===== src/rtl/audio_mux_pkg.sv =====
// Shared definitions for the multi-channel host audio multiplexer:
// register addresses, fill sequencer states and STATUS word layout.
package audio_mux_pkg;

    localparam logic [3:0] ADDR_CH0     = 4'h0;
    localparam logic [3:0] ADDR_CTRL    = 4'h8;
    localparam logic [3:0] ADDR_BUFSIZE = 4'h9;
    localparam logic [3:0] ADDR_SRATE   = 4'hA;
    localparam logic [3:0] ADDR_STATUS  = 4'hB;

    typedef enum logic [1:0] {
        IDLE = 2'd0,
        FILL = 2'd1,
        DONE = 2'd2
    } fill_state_t;

    localparam int STAT_OVR_LSB   = 24;
    localparam int STAT_STATE_LSB = 16;
    localparam int STAT_CNT_LSB   = 0;

    function automatic logic [7:0] sat_inc8(input logic [7:0] v);
        return (v == 8'hFF) ? v : v + 8'd1;
    endfunction

endpackage


===== src/rtl/audio_fill_seq.sv =====
// Fill sequencer: issues one sample trigger per synth frame until the host
// FIFO holds buffersize frames, and tracks overlapping jack cycles.
module audio_fill_seq
    import audio_mux_pkg::*;
#(
    parameter int FIFO_WIDTH = 6
) (
    input  logic                  clk,
    input  logic                  reset,
    input  logic                  jack_read_act,
    input  logic [FIFO_WIDTH:0]   buffersize,
    input  logic                  xxxx_top,
    input  logic                  run,
    input  logic                  status_rd,
    output logic                  run_trig,
    output fill_state_t           state,
    output logic [FIFO_WIDTH:0]   counter,
    output logic                  overrun,
    output logic [7:0]            overrun_cnt
);

    localparam logic [FIFO_WIDTH:0] ONE = {{FIFO_WIDTH{1'b0}}, 1'b1};

    logic jack_read_act_dly;
    logic cycle_end;
    logic bufsize_zero;
    logic last_trig;

    assign cycle_end    = jack_read_act_dly && !jack_read_act;
    assign bufsize_zero = (buffersize == '0);
    assign last_trig    = run_trig && ((counter + ONE) == buffersize);

    always_ff @(posedge clk or posedge reset) begin
        if (reset) begin
            jack_read_act_dly <= 1'b0;
            state             <= IDLE;
            counter           <= '0;
            run_trig          <= 1'b0;
            overrun           <= 1'b0;
            overrun_cnt       <= '0;
        end else begin
            jack_read_act_dly <= jack_read_act;
            run_trig          <= 1'b0;
            if (status_rd)
                overrun <= 1'b0;
            if (bufsize_zero) begin
                state <= IDLE;
            end else begin
                case (state)
                    IDLE: begin
                        if (cycle_end) begin
                            state   <= FILL;
                            counter <= '0;
                        end
                    end
                    FILL: begin
                        // A new jack cycle restarting mid-fill wins over everything; set beats a STATUS clear.
                        if (cycle_end) begin
                            counter     <= '0;
                            overrun     <= 1'b1;
                            overrun_cnt <= sat_inc8(overrun_cnt);
                            run_trig    <= xxxx_top && !run;
                        end else if (buffersize <= counter) begin
                            state <= DONE;
                        end else if (last_trig) begin
                            state   <= DONE;
                            counter <= counter + ONE;
                        end else begin
                            if (run_trig)
                                counter <= counter + ONE;
                            run_trig <= xxxx_top && !run;
                        end
                    end
                    DONE:    state <= IDLE;
                    default: state <= IDLE;
                endcase
            end
        end
    end

endmodule


===== src/rtl/audio_mux_mc.sv =====
// Host-side register file and read mux presenting NUM_CH synth channels as
// left-justified 32-bit words, with a fill sequencer or I2S fallback pacing.
module audio_mux_mc
    import audio_mux_pkg::*;
#(
    parameter int NUM_CH        = 2,
    parameter int AUD_BIT_DEPTH = 24,
    parameter int FIFO_WIDTH    = 6
) (
    input  logic                              clk,
    input  logic                              reset,
    input  logic [3:0]                        address,
    input  logic                              read,
    input  logic                              write,
    input  logic [31:0]                       datain,
    input  logic [NUM_CH*AUD_BIT_DEPTH-1:0]   sound_in,
    input  logic                              xxxx_top,
    input  logic                              lrck,
    input  logic                              run,
    output logic [31:0]                       dataout,
    output logic [NUM_CH-1:0]                 ch_read,
    output logic                              trig,
    output logic                              i2s_enable,
    output logic [31:0]                       samplerate,
    output logic                              fill_busy,
    output logic                              overrun
);

    logic                  jack_read_act_reg;
    logic [FIFO_WIDTH:0]   buffersize_reg;
    logic [31:0]           samplerate_reg;
    logic [31:0]           dataout_reg;
    logic [31:0]           read_mux;
    logic [31:0]           status_word;
    logic [31:0]           ch_word [NUM_CH];
    logic                  status_rd;
    logic                  run_trig;
    fill_state_t           state;
    logic [FIFO_WIDTH:0]   counter;
    logic [7:0]            overrun_cnt;

    genvar gi;
    generate
        for (gi = 0; gi < NUM_CH; gi++) begin : g_ch
            assign ch_word[gi] = 32'(sound_in[gi*AUD_BIT_DEPTH +: AUD_BIT_DEPTH]) << (32 - AUD_BIT_DEPTH);
            assign ch_read[gi] = read && (address == 4'(gi));
        end
    endgenerate

    assign status_rd = read && (address == ADDR_STATUS);

    always_comb begin
        status_word = '0;
        status_word[STAT_OVR_LSB +: 8]   = overrun_cnt;
        status_word[STAT_STATE_LSB +: 2] = state;
        status_word[STAT_CNT_LSB +: FIFO_WIDTH+1] = counter;
    end

    // Unpopulated channel slots and write-only registers read back as zero.
    always_comb begin
        read_mux = '0;
        for (int k = 0; k < NUM_CH; k++) begin
            if (address == (ADDR_CH0 + 4'(k)))
                read_mux = ch_word[k];
        end
        if (address == ADDR_STATUS)
            read_mux = status_word;
    end

    always_ff @(posedge clk or posedge reset) begin
        if (reset) begin
            jack_read_act_reg <= 1'b0;
            buffersize_reg    <= '0;
            samplerate_reg    <= '0;
            dataout_reg       <= '0;
        end else begin
            if (write) begin
                case (address)
                    ADDR_CTRL:    jack_read_act_reg <= datain[0];
                    ADDR_BUFSIZE: buffersize_reg    <= datain[FIFO_WIDTH:0];
                    ADDR_SRATE:   samplerate_reg    <= datain;
                    default:      ;
                endcase
            end
            if (read)
                dataout_reg <= read_mux;
        end
    end

    audio_fill_seq #(
        .FIFO_WIDTH (FIFO_WIDTH)
    ) u_fill_seq (
        .clk           (clk),
        .reset         (reset),
        .jack_read_act (jack_read_act_reg),
        .buffersize    (buffersize_reg),
        .xxxx_top      (xxxx_top),
        .run           (run),
        .status_rd     (status_rd),
        .run_trig      (run_trig),
        .state         (state),
        .counter       (counter),
        .overrun       (overrun),
        .overrun_cnt   (overrun_cnt)
    );

    assign i2s_enable = (buffersize_reg == '0);
    assign trig       = i2s_enable ? lrck : run_trig;
    assign fill_busy  = (state == FILL);
    assign dataout    = dataout_reg;
    assign samplerate = samplerate_reg;

endmodule


===== config.mk =====
export PLATFORM = sky130hd
export DESIGN_NAME = audio_mux_mc
export DESIGN_NICKNAME = d
export VERILOG_FILES = /design/src/rtl/audio_mux_pkg.sv /design/src/rtl/audio_fill_seq.sv /design/src/rtl/audio_mux_mc.sv
export SDC_FILE = /design/constraint.sdc
export NUM_CORES = 1
export LEC_CHECK = 0
export CAP_MARGIN = 30
export CORE_ASPECT_RATIO = 0.5
export CORE_MARGIN = 2
export CORE_UTILIZATION = 40
export DETAILED_ROUTE_END_ITERATION = 8
export PLACE_DENSITY = 0.76
export SLEW_MARGIN = 40
export SYNTH_ARGS = -nofsm -noshare
export SYNTH_HDL_FRONTEND = slang
export SYNTH_HIERARCHICAL = 1
export SYNTH_SLANG_ARGS = --single-unit

===== constraint.sdc =====
create_clock -name clk -period 4.8 [get_ports clk]
set_clock_uncertainty 0.05 [all_clocks]
set_input_delay 0.96 -clock clk [delete_from_list [all_inputs] [get_ports clk]]
set_output_delay 0.96 -clock clk [all_outputs]
set_load 0.02 [all_outputs]

# After elaboration in Yosys (flattened, before gate mapping)
# Cells that the tools add are included.
# totals
word_cells	72
regBits	92
inputBits	91
out_inout_bits	70
# op_classes
order_cmp	1
muxes	25
n_addsub	2
n_eq_ne	14
reduce_logical	18
n_bitwise	2
# op_table
op	count
2-to-1 mux 32 bit	3
2-to-1 mux 7 bit	5
equality test 4 bit, second input constant	4
one-hot mux 7 bit (2 select lines)	1
2-to-1 mux 1 bit	10
2-to-1 mux 2 bit	5
adder 8 x 1 -> 8 bit, second input constant	1
equality test 8 bit, second input constant	1
adder 7 x 1 -> 7 bit, second input constant	1
equality test 7 bit	1
less-or-equal comparator 7 bit	1
zero test 7 bit	1
logical AND 1 bit	6
inequality test 3 x 2 -> 1 bit, second input constant	2
AND reduction 2 bit	3
AND reduction 5 bit	1
equality test 4 x 1 -> 1 bit, second input constant	1
zero test 4 bit	1
inequality test 4 x 1 -> 1 bit, second input constant	1
inequality test 4 x 2 -> 1 bit, second input constant	1
one-hot mux 2 bit (2 select lines)	1
AND reduction 4 bit	1
inequality test 3 bit, second input constant	1
AND reduction 3 bit	1
6 further kinds	8

# Depth between registers and ports, before layout
# logic_depth
depth_word	8
depth_mapped	8
mapped_depth_nobuf	8

# Modules after synthesis
# The synthesis kept the hierarchy.
# by_module_without_submodules
mod	seq_area_each_um2	cells_per_inst	area_each_um2	instances
audio_mux_mc	1776.7	207	3006.6	1
audio_fill_seq	500.5	127	1271.2	1

# Worst setup path before layout
# No wires, ideal clock.
# synth_timing
path_type	input port to output port
startpoint	input address[1]
endpoint	output ch_read[0]
t_arrival_ps	2169
setup_slack_ps	1621
path_buffers	3
cell_stages	5
path_cell_list	or4b_1 buf_6 buf_8 buf_8 nor2_1
# synth_between
elab_chain_len	2
# synth_lines
item	line_no	source
start: declaration	audio_mux_mc.sv:12	input logic [3:0] address,
zero test 4 bit	audio_mux_mc.sv:46	assign ch_read[gi] = read && (address == 4'(gi));
logical AND 1 bit	audio_mux_mc.sv:46	
end: declaration	audio_mux_mc.sv:21	output logic [NUM_CH-1:0] ch_read,
# Every way passes these cells.

# Worst setup path after layout
# layout_timing
startpoint	input address[1]
endpoint	output ch_read[1]
# layout_between
elab_chain_len	2
# layout_lines
item	line_no
equality test 4 x 1 -> 1 bit	audio_mux_mc.sv:46
logical AND 1 bit	audio_mux_mc.sv:46
# Every way passes these cells.

==> run summary <==
Syn_nets: 434
Async S/R FF share, synth: 1.000
CTS buffer count: 9
Multi-input gate area: 1854 sq um
Critical path startpoint category: primary input
Hold EP: u_fill_seq/jack_read_act_dly
Remaining Overflow, GRT: 0
Area contributors post-synth: dfrtp_1 53%, mux2_2 11%, mux2i_1 5.8%
Max FFs per register: 32
Largest net degree at the start of global routing: 41
Outcome: complete, no violations
Final nets: 595
Top Ports: 161
Core area: 10,310 sq um
Comb pwr share: 0.286
Detailed-route DRC error count: 0
Register-to-Register Setup Slack: 2.50 ns
DR WL/cell: 16.49 um
Internal Power: 0.001641 W
Seq pwr share: 0.419
Worst slew pin tran: 0.6795 ns
Clock-pin slew on the worst setup and hold paths: 0.06 ns
Most frequent cells in the layout: 158 x clkdlybuf4s50_1, 91 x dfrtp_1, 41 x mux2_2
Synthesized netlist cell count: 334
CP max FO: 13
Area growth syn-to-layout: 46.74%
Hold depth: 0
Total design power: 0.002349 W
Dominant synthesized flop cell: dfrtp_1
Routed Antenna Nets: 0
Clock sink count: 91
Row count: 26
Commonest non-fill, non-tap cell in the layout: clkdlybuf4s50_1
Via count: 3,290
P_leak: 2.682 nW
DP HPWL: 7.799 mm
Critical Path Sink Type: output port
Critical path type: primary input to output port
Clock latency on the worst-skew pair: 0.34 ns
Util after Layout: 0.6087
Initial core utilization: 0.4148
First-pass GRT wire length: 17.02 mm
Post-Syn Area per Cell: 12.81 sq um
Setup TNS: 0 ns
Final Hold Fails: 0
R2R cell count: 8
EDFF count, synth: 0
Largest area contributor in the netlist: dfrtp_1
Vias in the first global route: 3,340
RR Endpoint: u_fill_seq/counter[6]
RSZ-0062 raised after global routing: false
CTS tree: built
Rel. slew slack: 0.5446
DRT iter0 DRCs: 182
Max Freq: 242.9 MHz
Final Critical Period: 4.117 ns
Vias per std cell: 5.141
Layout cell share with drive strength beyond 1: 0.1480
Switching part of the total power: 0.3013
Overall Global Routing Usage: 0.1872
Seq/Total Area, Yosys: 0.5323
Worst min path class: flop to flop
Max capacitance violation total: 0
Initial antenna violation count: 0
Synth warn: 6
Maximum buffer depth of the clock tree: 2
Worst IR Drop VDD: 0.1960 mV
H-tree Lvls: 3
DRT Pass-1 Iters: 4
Port bufs: 159
GP Congestion: 0.8084
P_sw: 0.0007078 W
Worst Setup SP: address[1]
Post-Syn Area: 4278 sq um
Hold path start: jack_read_act_reg
Die area: 11,590 sq um
DIE HEIGHT: 77.13 um
RR Startpoint: u_fill_seq/counter[4]
Fill cell count: 811
Clock network power share: 0.295
Final wirelength: 10.56 mm
Clk root buf: clkbuf_16
Critical Path RT: 3.79 ns
Cell Pwr Density: 374.2 nW/um^2
CTS resizes: 0
Final setup viols: 0
Post-CTS Hold Buffers: 0
Arr. time, crit path: 3.11 ns
Post-synth cell types: 48
DIE WIDTH: 150.3 um
Slew Limit Fails: 0
Top cell type's share of synthesized area: 0.5323
Setup Fix Bufs, Post-CTS: 0
Period utilisation layout: 0.8577
Antenna Cells: 0
Synth Register Bits: 91
Sequential cell area: 2277 sq um
[per-layer routing]
metal,global-route usage,vias up,wire (um)
li1,-,1559,-
met1,0.2501,1613,4767
met2,0.2982,109,5049
met3,0.05774,9,632
met4,0.04623,0,106
met5,0,-,0
[metrics by stage]
step                      cell area [sq um]  setup WS (ns)  instances  hold slack, ns
after floorplan                        4278          1.621        334          0.3330
after global placement                 5983         0.7378        624          0.3563
after detailed placement               5983         0.6653        624          0.3689
after CTS                              6277         0.6673        640          0.3833
after global routing                   6277         0.5671        640          0.3848
final                                  6277         0.6829        640          0.3752
[area by class of cell]
| cell class | count | share of cell area |
|---|---|---|
| Clock buffer | 9 | 0.03588 |
| Clock inverter | 7 | 0.01096 |
| Inverter | 14 | 0.008372 |
| Multi-Input combinational cell | 215 | 0.2954 |
| Sequential cell | 91 | 0.3628 |
| Tap cell | 140 | 0.02791 |
| Timing Repair Buffer | 164 | 0.2587 |
[critical path, stage by stage]
cell and delay, ns:
clkdlybuf4s50_1 0.49, or4b_1 0.82, nor2_1 0.21, clkdlybuf4s50_1 0.62
[synth_stat cells (all sizes together) (2+ instances only)]
master	instances
dfrtp	91
mux2	42
mux2i	25
nor2	19
inv	14
o2bb2ai	14
xnor2	13
buf	11
a221o	10
nand3	10
ha	9
nand2	9
a22o	8
nand4	7
and3	6
o221ai	4
clkbuf	3
nand2b	3
nor2b	3
nor3	3
xor2	3
a31oi	2
nand4b	2
nor3b	2
nor4	2
o21a	2
o21ai	2
o22ai	2
o31ai	2
[worst max-delay path by stage]
stage | end | slack, ns
final | ch_read[1] | 0.68
after global routing | ch_read[1] | 0.57
after CTS | ch_read[1] | 0.67
after detailed placement | ch_read[1] | 0.67
after global placement | ch_read[0] | 0.74
after floorplan | ch_read[0] | 1.62
[power groups by stage]
stage,Clock (W),Sequential [W],Combinational [W]
global placement,0,0.000992,0.000663
CTS,0.000718,0.000985,0.000677
global route,0.000753,0.00100,0.000721
floorplan,0,0.00107,0.000275
detailed placement,0,0.000999,0.000674
finish,0.000692,0.000984,0.000672
[kinds of logic after synthesis]
logic type / count (synthesis) / synth area share
AOI/OAI and AO/OA: 51 / 0.1085
xor gates and xnor gates: 16 / 0.03276
adders and majority gates: 9 / 0.02632
buffers and inverters: 28 / 0.03568
DFF: 91 / 0.5323
muxes: 67 / 0.1691
other: 1 / 0.0008766
and+or+nand+nor: 71 / 0.09448
Power figures use the tool's default switching activity.
